## src/rtl/ftof_pkg.sv

```systemverilog
// Shared types and IEEE-754 single-precision constants for the float-to-fixed converter.
package ftof_pkg;
    localparam int unsigned      EXP_BIAS = 127;
    localparam int unsigned      MANT_W   = 23;
    localparam int unsigned      EXP_W    = 8;
    localparam logic [EXP_W-1:0] EXP_MAX  = 8'hFF;

    // Right shifts beyond this leave only sticky information, so the count is capped.
    localparam int unsigned RSH_CAP = 26;
    localparam int unsigned EXPU_W  = 10;

    typedef enum logic [1:0] {IDLE, ALIGN, FINISH, DONE} state_e;
    typedef enum logic [1:0] {ZERO, NORM, INF, NAN} opclass_e;
endpackage

```

## src/rtl/ftof_classify.sv

```systemverilog
// Combinational decode of an IEEE-754 single into sign, operand class,
// unbiased exponent and 24-bit significand with the hidden one restored.
module ftof_classify
    import ftof_pkg::*;
(
    input  logic [31:0]              float_i,
    output logic                     sign_o,
    output opclass_e                 cls_o,
    output logic signed [EXPU_W-1:0] exp_o,
    output logic [MANT_W:0]          mant_o
);
    logic [EXP_W-1:0]  exp_bits;
    logic [MANT_W-1:0] frac_bits;

    always_comb begin
        sign_o    = float_i[31];
        exp_bits  = float_i[30:23];
        frac_bits = float_i[22:0];
        exp_o     = $signed({2'b00, exp_bits}) - $signed(EXPU_W'(EXP_BIAS));
        mant_o    = {1'b1, frac_bits};
        if (exp_bits == '0) begin
            cls_o = ZERO;
        end else if (exp_bits == EXP_MAX) begin
            cls_o = (frac_bits == '0) ? INF : NAN;
        end else begin
            cls_o = NORM;
        end
    end
endmodule

```

## src/rtl/float_to_fixed_seq.sv

```systemverilog
// Sequential float32 -> signed fixed-point converter, aligning one bit per cycle.
// Define FTOF_ROUND_NEAREST_EN for round-to-nearest-even; default build truncates.
module float_to_fixed_seq
    import ftof_pkg::*;
#(
    parameter int OUT_W = 32,
    parameter int FP_W  = $clog2(OUT_W)
) (
    input  logic             clk,
    input  logic             rst,
    input  logic             in_valid,
    output logic             in_ready,
    input  logic [31:0]      float,
    input  logic [FP_W-1:0]  fixpointpos,
    output logic             out_valid,
    input  logic             out_ready,
    output logic [OUT_W-1:0] result,
    output logic             ovf,
    output logic             inv
);
    localparam int MAG_W = (OUT_W > int'(MANT_W) + 1) ? OUT_W : int'(MANT_W) + 1;
    localparam int CNT_W = 7;

    localparam logic [OUT_W-1:0] MAX_POS = {1'b0, {(OUT_W-1){1'b1}}};
    localparam logic [OUT_W-1:0] MIN_NEG = {1'b1, {(OUT_W-1){1'b0}}};

    state_e                   state_q, state_d;
    logic                     sign_q, sign_d;
    logic                     left_q, left_d;
    logic [CNT_W-1:0]         cnt_q, cnt_d;
    logic [MAG_W-1:0]         mag_q, mag_d;
    logic [OUT_W-1:0]         result_q, result_d;
    logic                     ovf_q, ovf_d;
    logic                     inv_q, inv_d;
`ifdef FTOF_ROUND_NEAREST_EN
    logic                     guard_q, guard_d;
    logic                     sticky_q, sticky_d;
`endif

    logic                     in_sign;
    opclass_e                 in_cls;
    logic signed [EXPU_W-1:0] in_exp;
    logic [MANT_W:0]          in_mant;

    logic signed [EXPU_W-1:0] efp;
    logic signed [EXPU_W-1:0] sh;
    logic [EXPU_W-1:0]        sh_abs;
    logic [EXPU_W-1:0]        sh_cnt;
    logic                     round_up;
    logic [MAG_W:0]           mag_rnd;
    logic [OUT_W-1:0]         mag_out;

    ftof_classify u_classify (
        .float_i (float),
        .sign_o  (in_sign),
        .cls_o   (in_cls),
        .exp_o   (in_exp),
        .mant_o  (in_mant)
    );

    assign in_ready  = (state_q == IDLE) && !rst;
    assign out_valid = (state_q == DONE);
    assign result    = result_q;
    assign ovf       = ovf_q;
    assign inv       = inv_q;

`ifdef FTOF_ROUND_NEAREST_EN
    assign round_up = guard_q & (sticky_q | mag_q[0]);
`else
    assign round_up = 1'b0;
`endif

    always_comb begin
        efp    = in_exp + $signed(EXPU_W'(fixpointpos));
        sh     = efp - $signed(EXPU_W'(MANT_W));
        sh_abs = sh[EXPU_W-1] ? -sh : sh;
        if (sh[EXPU_W-1] && (sh_abs > EXPU_W'(RSH_CAP))) begin
            sh_cnt = EXPU_W'(RSH_CAP);
        end else begin
            sh_cnt = sh_abs;
        end
    end

    always_comb begin
        state_d  = state_q;
        sign_d   = sign_q;
        left_d   = left_q;
        cnt_d    = cnt_q;
        mag_d    = mag_q;
        result_d = result_q;
        ovf_d    = ovf_q;
        inv_d    = inv_q;
`ifdef FTOF_ROUND_NEAREST_EN
        guard_d  = guard_q;
        sticky_d = sticky_q;
`endif
        mag_rnd  = {1'b0, mag_q} + {{MAG_W{1'b0}}, round_up};
        mag_out  = mag_rnd[OUT_W-1:0];

        case (state_q)
            IDLE: begin
                if (in_valid) begin
                    sign_d   = in_sign;
                    left_d   = 1'b0;
                    cnt_d    = '0;
                    mag_d    = MAG_W'(in_mant);
                    result_d = '0;
                    ovf_d    = 1'b0;
                    inv_d    = 1'b0;
`ifdef FTOF_ROUND_NEAREST_EN
                    guard_d  = 1'b0;
                    sticky_d = 1'b0;
`endif
                    // Special operands and certain overflow bypass the shifter entirely.
                    case (in_cls)
                        ZERO: state_d = DONE;
                        NAN: begin
                            result_d = MAX_POS;
                            inv_d    = 1'b1;
                            state_d  = DONE;
                        end
                        INF: begin
                            result_d = in_sign ? MIN_NEG : MAX_POS;
                            ovf_d    = 1'b1;
                            state_d  = DONE;
                        end
                        default: begin
                            if (efp >= $signed(EXPU_W'(OUT_W - 1))) begin
                                result_d = in_sign ? MIN_NEG : MAX_POS;
                                ovf_d    = 1'b1;
                                state_d  = DONE;
                            end else if (sh == '0) begin
                                state_d = FINISH;
                            end else begin
                                left_d  = !sh[EXPU_W-1];
                                cnt_d   = CNT_W'(sh_cnt);
                                state_d = ALIGN;
                            end
                        end
                    endcase
                end
            end
            ALIGN: begin
                if (left_q) begin
                    mag_d = mag_q << 1;
                end else begin
                    mag_d = mag_q >> 1;
`ifdef FTOF_ROUND_NEAREST_EN
                    guard_d  = mag_q[0];
                    sticky_d = sticky_q | guard_q;
`endif
                end
                cnt_d = cnt_q - 1'b1;
                if (cnt_q <= 1) begin
                    state_d = FINISH;
                end
            end
            FINISH: begin
                // Rounding can carry into the sign position, so re-check range here.
                if (|mag_rnd[MAG_W:OUT_W-1]) begin
                    result_d = sign_q ? MIN_NEG : MAX_POS;
                    ovf_d    = 1'b1;
                end else begin
                    result_d = sign_q ? -mag_out : mag_out;
                end
                state_d = DONE;
            end
            DONE: begin
                if (out_ready) begin
                    state_d = IDLE;
                end
            end
            default: state_d = IDLE;
        endcase
    end

    always_ff @(posedge clk or posedge rst) begin
        if (rst) begin
            state_q  <= IDLE;
            sign_q   <= 1'b0;
            left_q   <= 1'b0;
            cnt_q    <= '0;
            mag_q    <= '0;
            result_q <= '0;
            ovf_q    <= 1'b0;
            inv_q    <= 1'b0;
`ifdef FTOF_ROUND_NEAREST_EN
            guard_q  <= 1'b0;
            sticky_q <= 1'b0;
`endif
        end else begin
            state_q  <= state_d;
            sign_q   <= sign_d;
            left_q   <= left_d;
            cnt_q    <= cnt_d;
            mag_q    <= mag_d;
            result_q <= result_d;
            ovf_q    <= ovf_d;
            inv_q    <= inv_d;
`ifdef FTOF_ROUND_NEAREST_EN
            guard_q  <= guard_d;
            sticky_q <= sticky_d;
`endif
        end
    end
endmodule

```

## config.mk

```make
export PLATFORM = sky130hd
export DESIGN_NAME = float_to_fixed_seq
export DESIGN_NICKNAME = d
export VERILOG_FILES = /design/src/rtl/ftof_pkg.sv /design/src/rtl/ftof_classify.sv /design/src/rtl/float_to_fixed_seq.sv
export SDC_FILE = /design/constraint.sdc
export NUM_CORES = 1
export LEC_CHECK = 0
export CORE_ASPECT_RATIO = 1.25
export CORE_MARGIN = 3
export CORE_UTILIZATION = 45
export CTS_BUF_LIST = sky130_fd_sc_hd__clkbuf_16
export CTS_CLUSTER_SIZE = 25
export DETAILED_ROUTE_END_ITERATION = 16
export PLACE_DENSITY = 0.67
export SLEW_MARGIN = 10
export SYNTH_ARGS = -nofsm -noshare
export SYNTH_HDL_FRONTEND = slang
export SYNTH_HIERARCHICAL = 1
export SYNTH_SLANG_ARGS = --single-unit
```

## constraint.sdc

```tcl
create_clock -name clk -period 6.15 [get_ports clk]
set_input_delay 0.615 -clock clk [delete_from_list [all_inputs] [get_ports clk]]
set_output_delay 0.615 -clock clk [all_outputs]
set_load 0.02 [all_outputs]
```

* Word level (Yosys, flattened, before mapping)
Cells that the tools add are included.
Storage, ports and cells: bits in registers 77, input bits 41, output and inout port bits 36, logic and storage cells 82
Cells by class: add/sub/neg operators 6, magnitude comparators 3, eq/ne operators 10, multiplexer cells 37, reduce and logical (&&, ||, !) cells 18
Operator list (count):
- 32-bit 2-to-1 mux | 8
- 32-bit case mux with 2 select lines | 2
- 32-bit case mux with 3 select lines | 1
- 7-bit 2-to-1 mux | 5
- 32-bit negator | 1
- 23-bit zero test | 1
- 2-bit 2-to-1 mux | 8
- 7-bit case mux with 2 select lines | 1
- 10-bit by 6-bit adder with 10-bit output | 1
- 10-bit by 6-bit greater-or-equal comparator with 1-bit output, second input constant | 1
- 10-bit by 5-bit > comparator with 1-bit output, second input constant | 1
- 10-bit zero test | 1
- 10-bit 2-to-1 mux | 1
- 10-bit negator | 1
- 10-bit by 6-bit subtractor with 10-bit output, second input constant | 1
- 8-bit by 7-bit subtractor with 9-bit output, second input constant | 1
- 2-bit == test, second input constant | 4
- 8-bit == test, second input constant | 1
- 8-bit zero test | 1
- 1-bit 2-to-1 mux | 8
- 2-bit case mux with 4 select lines | 1
- 7-bit by 1-bit <= comparator with 1-bit output, second input constant | 1
- 7-bit by 1-bit subtractor with 7-bit output, second input constant | 1
- 2-bit inequality test, second input constant | 3
- other kinds (11) | 19

* Logic depth before layout (Yosys ltp)
word-level depth 13, mapped depth 16, depth with buffers taken out 14

* Hierarchy
The synthesis kept the hierarchy.
Modules (own cells, without submodules):
- float_to_fixed_seq | instances 1, cells each 767, area each 5939.4 µm², seq. area each 1926.8 µm²
- ftof_classify | instances 1, cells each 61, area each 420.4 µm², seq. area each 0.0 µm²

* Worst setup path after synthesis
OpenSTA, ideal clock, no wires.
kind input port to flip-flop, start point input float[23], end point register cnt_q[2], library setup time 0.120 ns, arrival time 3.984 ns, data required time 6.030 ns, slack 2.046 ns, stages on the path 14, path buffers 0, path through ha_1 -> nand3_1 -> xnor2_1 -> ha_1 -> and2_1 -> a221o_1 -> or3_1 -> a2111o_1 -> and3_1 -> or2_1 -> o311ai_1 -> nor2_1 -> a211o_1 -> a41o_1
On the way: longest elaborated chain between the ends 13, elaborated cells on any way between the ends 23, classes of those cells 4 x add/sub; 2 x order compare; 3 x eq/ne; 9 x mux; 5 x reduce/logical
RTL lines:
- start: declaration | line float_to_fixed_seq.sv:13 | input logic [31:0] float,
- 8-bit by 7-bit subtractor with 9-bit output (*) | line ftof_classify.sv:19 | exp_o = $signed({2'b00, exp_bits}) - $signed(EXPU_W'(EXP_BIAS));
- net in_exp[4] | line float_to_fixed_seq.sv:42 | logic signed [EXPU_W-1:0] in_exp;
- 10-bit by 6-bit adder with 10-bit output (*) | line float_to_fixed_seq.sv:74 | efp = in_exp + $signed(EXPU_W'(fixpointpos));
- 10-bit by 6-bit subtractor with 10-bit output | line float_to_fixed_seq.sv:75 | sh = efp - $signed(EXPU_W'(MANT_W));
- 10-bit negator | line float_to_fixed_seq.sv:76 | sh_abs = sh[EXPU_W-1] ? -sh : sh;
- 10-bit 2-to-1 mux | line float_to_fixed_seq.sv:76
- 10-bit by 5-bit > comparator with 1-bit output | line float_to_fixed_seq.sv:77 | if (sh[EXPU_W-1] && (sh_abs > EXPU_W'(RSH_CAP))) begin
- 1-bit logical AND | line float_to_fixed_seq.sv:77
- 7-bit 2-to-1 mux | line float_to_fixed_seq.sv:77
- 7-bit 2-to-1 mux | line float_to_fixed_seq.sv:132 | end else if (sh == '0) begin
- 7-bit 2-to-1 mux (*) | line float_to_fixed_seq.sv:128 | if (efp >= $signed(EXPU_W'(OUT_W - 1))) begin
- 7-bit 2-to-1 mux (*) | line float_to_fixed_seq.sv:115 | case (in_cls)
- 7-bit 2-to-1 mux (*) | line float_to_fixed_seq.sv:102 | if (in_valid) begin
- 7-bit case mux with 2 select lines (*) | line float_to_fixed_seq.sv:100 | case (state_q)
- end signal: assignment | line float_to_fixed_seq.sv:195 | cnt_q <= cnt_d;
- end: declaration | line float_to_fixed_seq.sv:30 | logic [CNT_W-1:0] cnt_q, cnt_d;
Mark *: on every way through the listed nets, which the timed path passes. The rest lies on a longest branch. The select of a mux whose other input is x is not followed. A chain may end at the register's enable or synchronous reset.

* Final worst setup path
start point input float[24], end point register cnt_q[2]
Same word-level chain as after synthesis.

==> results_dict.tcl <==
set metrics [dict create \
    status "finished, final reports clean" \
    synth-seq-cells 77 \
    antenna_found_initial 0 \
    leakage_nw 2.88 \
    setup_tns_ns 0 \
    critical_path.cell_chain "clkdlybuf4s50_1 > ha_1 > nand3_1 > xnor2_1 > ha_1 > and2_1 > a221oi_1 > a211oi_2 > xor2_1 > nand3_1 > and2_1 > o31ai_2 > nor3_1 > a211o_1 > a41o_1" \
    rr_startpoint "mag_q[10]" \
    crit_slowest_cell "clkdlybuf4s50_1" \
    hold_end "left_q" \
    synth-edff-count 0 \
    cap_violations 0 \
    path_clk_slew_ns 0.06 \
    detail_route.wl_per_cell_microns 16.1 \
    port_buffers 76 \
    synth_top_family_by_area "compound AO/OA/AOI/OAI gates" \
    drtIter0Drc 332 \
    muxShareOfSynthArea_pct 5.53 \
    clk_latency_ns 0.34 \
    tightest_slew_ns 1.01 \
    gp_congestion 0.911 \
    post_cts_resized 0 \
    final.period_utilization_pct 79.5 \
    cts_buffer_depth 2 \
    fin_crit_ns 4.89 \
    cts.sinks 77 \
    yosys.area_share.simple_pct 23.8 \
    r2r_end "result[29]" \
    syn_area_sq_um 6360 \
    n_antenna_cell 0 \
    htreeDepth 3 \
    cpPeakStageDelay_ns 0.52 \
    slew_viol_final 0 \
    synth_compound_area_share_pct 24.0 \
    cts_setup_buffers 0 \
    hold_depth 2 \
    drcViolationCount 0 \
    wl_microns 16300 \
    required_ns 6.38 \
    place_area_sq_um 6980 \
    die-height_microns 139 \
    n_fill_cell 1336 \
    skew_ns 0.0101 \
    rsz0062_at_grt "false" \
    setup.worst_path.class "primary input to flop" \
    start_util_pct 47.0 \
    crit_path_max_fanout 12 \
    grt_pass1_wl_microns 27500 \
    cts_hold_repair.buffers 0 \
    async_reset_ff_share_pct 100 \
    yosysUniqueCellTypes 76 \
    yosysWarnings 6 \
    gr-total-overflow 0 \
    grt_max_degree 66 \
    rows 47 \
    nets 896 \
    dpl.hpwl_microns 12100 \
    setup_ws_ns 1.26 \
    grt_pass1_vias 5631 \
    synth_fa_ha_area_share_pct 3.46 \
    synth_cells 828 \
    synth-main-ff-cell "dfrtp_1" \
    seq_area_frac_synth_pct 30.3 \
    postLayoutCellArea_sq_um 7290 \
    io_pins 77 \
    vias 5878 \
    crit_path_start_kind "primary input" \
    grt_use_total_pct 20.9 \
    reg2regPathDepth 10 \
    drtPass1Iterations 5 \
    syn_nets 886 \
    finalSetupViolCount 0 \
    finalHoldViolCount 0 \
    hold_class "flop to flop" \
    max_freq_ghz 0.205 \
    via_per_inst 5.80 \
    cts_inserted_buffers 9 \
    dieArea_sq_um 15600 \
    ant_nets 0 \
    max-vdd-ir-drop_v 0.000233 \
    power-per-cell-area_nw_per_um2 499 \
    hold_start "left_q" \
    syn_to_final_growth_pct 14.6 \
    maxSlewHeadroom_pct 32.5 \
    synth.avg_cell_area_sq_um 7.68 \
    ctsRootBufferMaster "clkbuf_16" \
    synth_xor_area_share_pct 4.64 \
    r2r_slack_ns 2.72 \
    cts_tree "built" \
    fp.dieW_microns 112 \
    cp-end-kind "flop" \
    drive_above_1_share_pct 5.81 \
    core-area_sq_um 13500 \
    dp_worst_setup_slack_ns 0.965 \
    cp.arrival_ns 5.12 \
]
## cell usage after synthesis (5+ instances only)
| library cell | count | share of area, % |
|---|---|---|
| nand2_1 | 132 | 7.8 |
| o21ai_0 | 85 | 6.7 |
| nor2_1 | 82 | 4.8 |
| dfrtp_1 | 77 | 30 |
| a21oi_1 | 53 | 4.2 |
| clkbuf_1 | 49 | 2.9 |
| mux2i_1 | 34 | 5.4 |
| buf_4 | 27 | 3.2 |
| inv_1 | 23 | 1.4 |
| nor3_1 | 22 | 1.7 |
| ha_1 | 16 | 3.1 |
| nand3_1 | 16 | 1.3 |
| xor2_1 | 15 | 2.1 |
| o22ai_1 | 12 | 1.2 |
| xnor2_1 | 11 | 1.5 |
| o311ai_0 | 10 | 1.4 |
| a211oi_1 | 8 | 0.94 |
| a221o_1 | 7 | 1.1 |
| nor3b_1 | 7 | 0.83 |
| nor4_1 | 7 | 0.69 |
| o31ai_1 | 7 | 0.83 |
| a31oi_1 | 6 | 0.59 |
| and2_1 | 6 | 0.59 |
| a21o_1 | 5 | 0.59 |
| and3_1 | 5 | 0.49 |
| buf_1 | 5 | 0.30 |
| nand2b_1 | 5 | 0.49 |
| nand4_1 | 5 | 0.49 |
| nor2b_1 | 5 | 0.49 |
| or3_1 | 5 | 0.49 |
| or4_1 | 5 | 0.59 |
## power breakdown
| part | internal (mW) | switching (mW) | total [mW] |
|---|---|---|---|
| clock | 0.349 | 0.204 | 0.553 |
| combinational | 0.862 | 1.21 | 2.07 |
| sequential | 0.748 | 0.267 | 1.01 |
| total | 1.96 | 1.68 | 3.64 |
## state kept, by name (all words and copies together) (netlist names)
signal   count
result      32
ovf          1
left_q       1
state_q      2
mag_q       32
sign_q       1
cnt_q        7
inv          1
## layer usage
metal  share of wire [%]  up-vias  GRT usage, %  routed length [microns]
met2                  50      157          35.9                     8100
met5                   0        -             0                        0
met4                 2.2        0          7.03                      352
li1                    -     2940             -                        -
met3                 4.5       29          2.66                      737
met1                  44     2752          26.9                     7140
## worst max-delay path, delay by kind of cell
family / cells / cell delay, ns
buffers and inverters: 1 / 0.52
XOR/XNOR: 2 / 0.58
AND/OR/NAND/NOR: 5 / 1.24
adder cells (fa/ha/maj): 2 / 0.55
AO/OA/AOI/OAI: 5 / 1.59
## cell usage in the layout, fill, tap and decap left out, types with 6 or more instances in the layout
cell	instances
xnor2_1	11
and2_1	6
buf_4	9
o22ai_1	12
a31oi_1	6
nor3b_1	7
clkbuf_16	9
nand2_1	132
a221o_1	7
o21ai_0	84
nor3_1	22
o311ai_0	10
xor2_1	15
inv_1	23
a211oi_1	8
mux2i_1	34
a21oi_1	53
ha_1	15
nor2_1	82
nor4_1	7
o31ai_1	7
clkdlybuf4s50_1	76
nand3_1	16
dfrtp_1	77
## logic make-up after synthesis
kind of cell | after synthesis
AND/OR/NAND/NOR | 322
AO/OA/AOI/OAI | 238
other | 1
adder cells (fa/ha/maj) | 17
buffers and inverters | 109
flip-flops | 77
multiplexers | 35
XOR/XNOR | 29
## final cells by class
cell class / count / area, sq um / share of cell area [%]
multi-input combinational: 642 / 3930 / 53.9
timing repair buffer: 85 / 828 / 11.4
inverter: 23 / 86.3 / 1.18
clock inverter: 7 / 81.3 / 1.12
clock buffer: 9 / 225 / 3.09
sequential: 77 / 1930 / 26.4
tap: 171 / 214 / 2.94
## through the flow
stage | utilization (%) | power (mW) | hold slack [ns] | instances
global placement | 51.6 | 3.01 | 0.474 | 998
floorplan | - | 2.49 | 0.471 | 828
global route | 53.9 | 3.97 | 0.531 | 1014
finish | 53.9 | 3.64 | 0.487 | 1014
detailed placement | 51.6 | 3.09 | 0.475 | 998
CTS | 53.9 | 3.65 | 0.488 | 1014
## worst max-delay path by stage
stage          slack, ns       end       from
5_1_grt             0.92  cnt_q[2]  float[25]
4_1_cts             1.32  cnt_q[2]  float[24]
3_5_place_dp        0.96  cnt_q[2]  float[24]
2_1_floorplan       2.05  cnt_q[2]  float[23]
3_3_place_gp        1.12  cnt_q[2]  float[23]
6_report            1.26  cnt_q[2]  float[24]
Note: power is estimated with default switching activity, not from simulation.
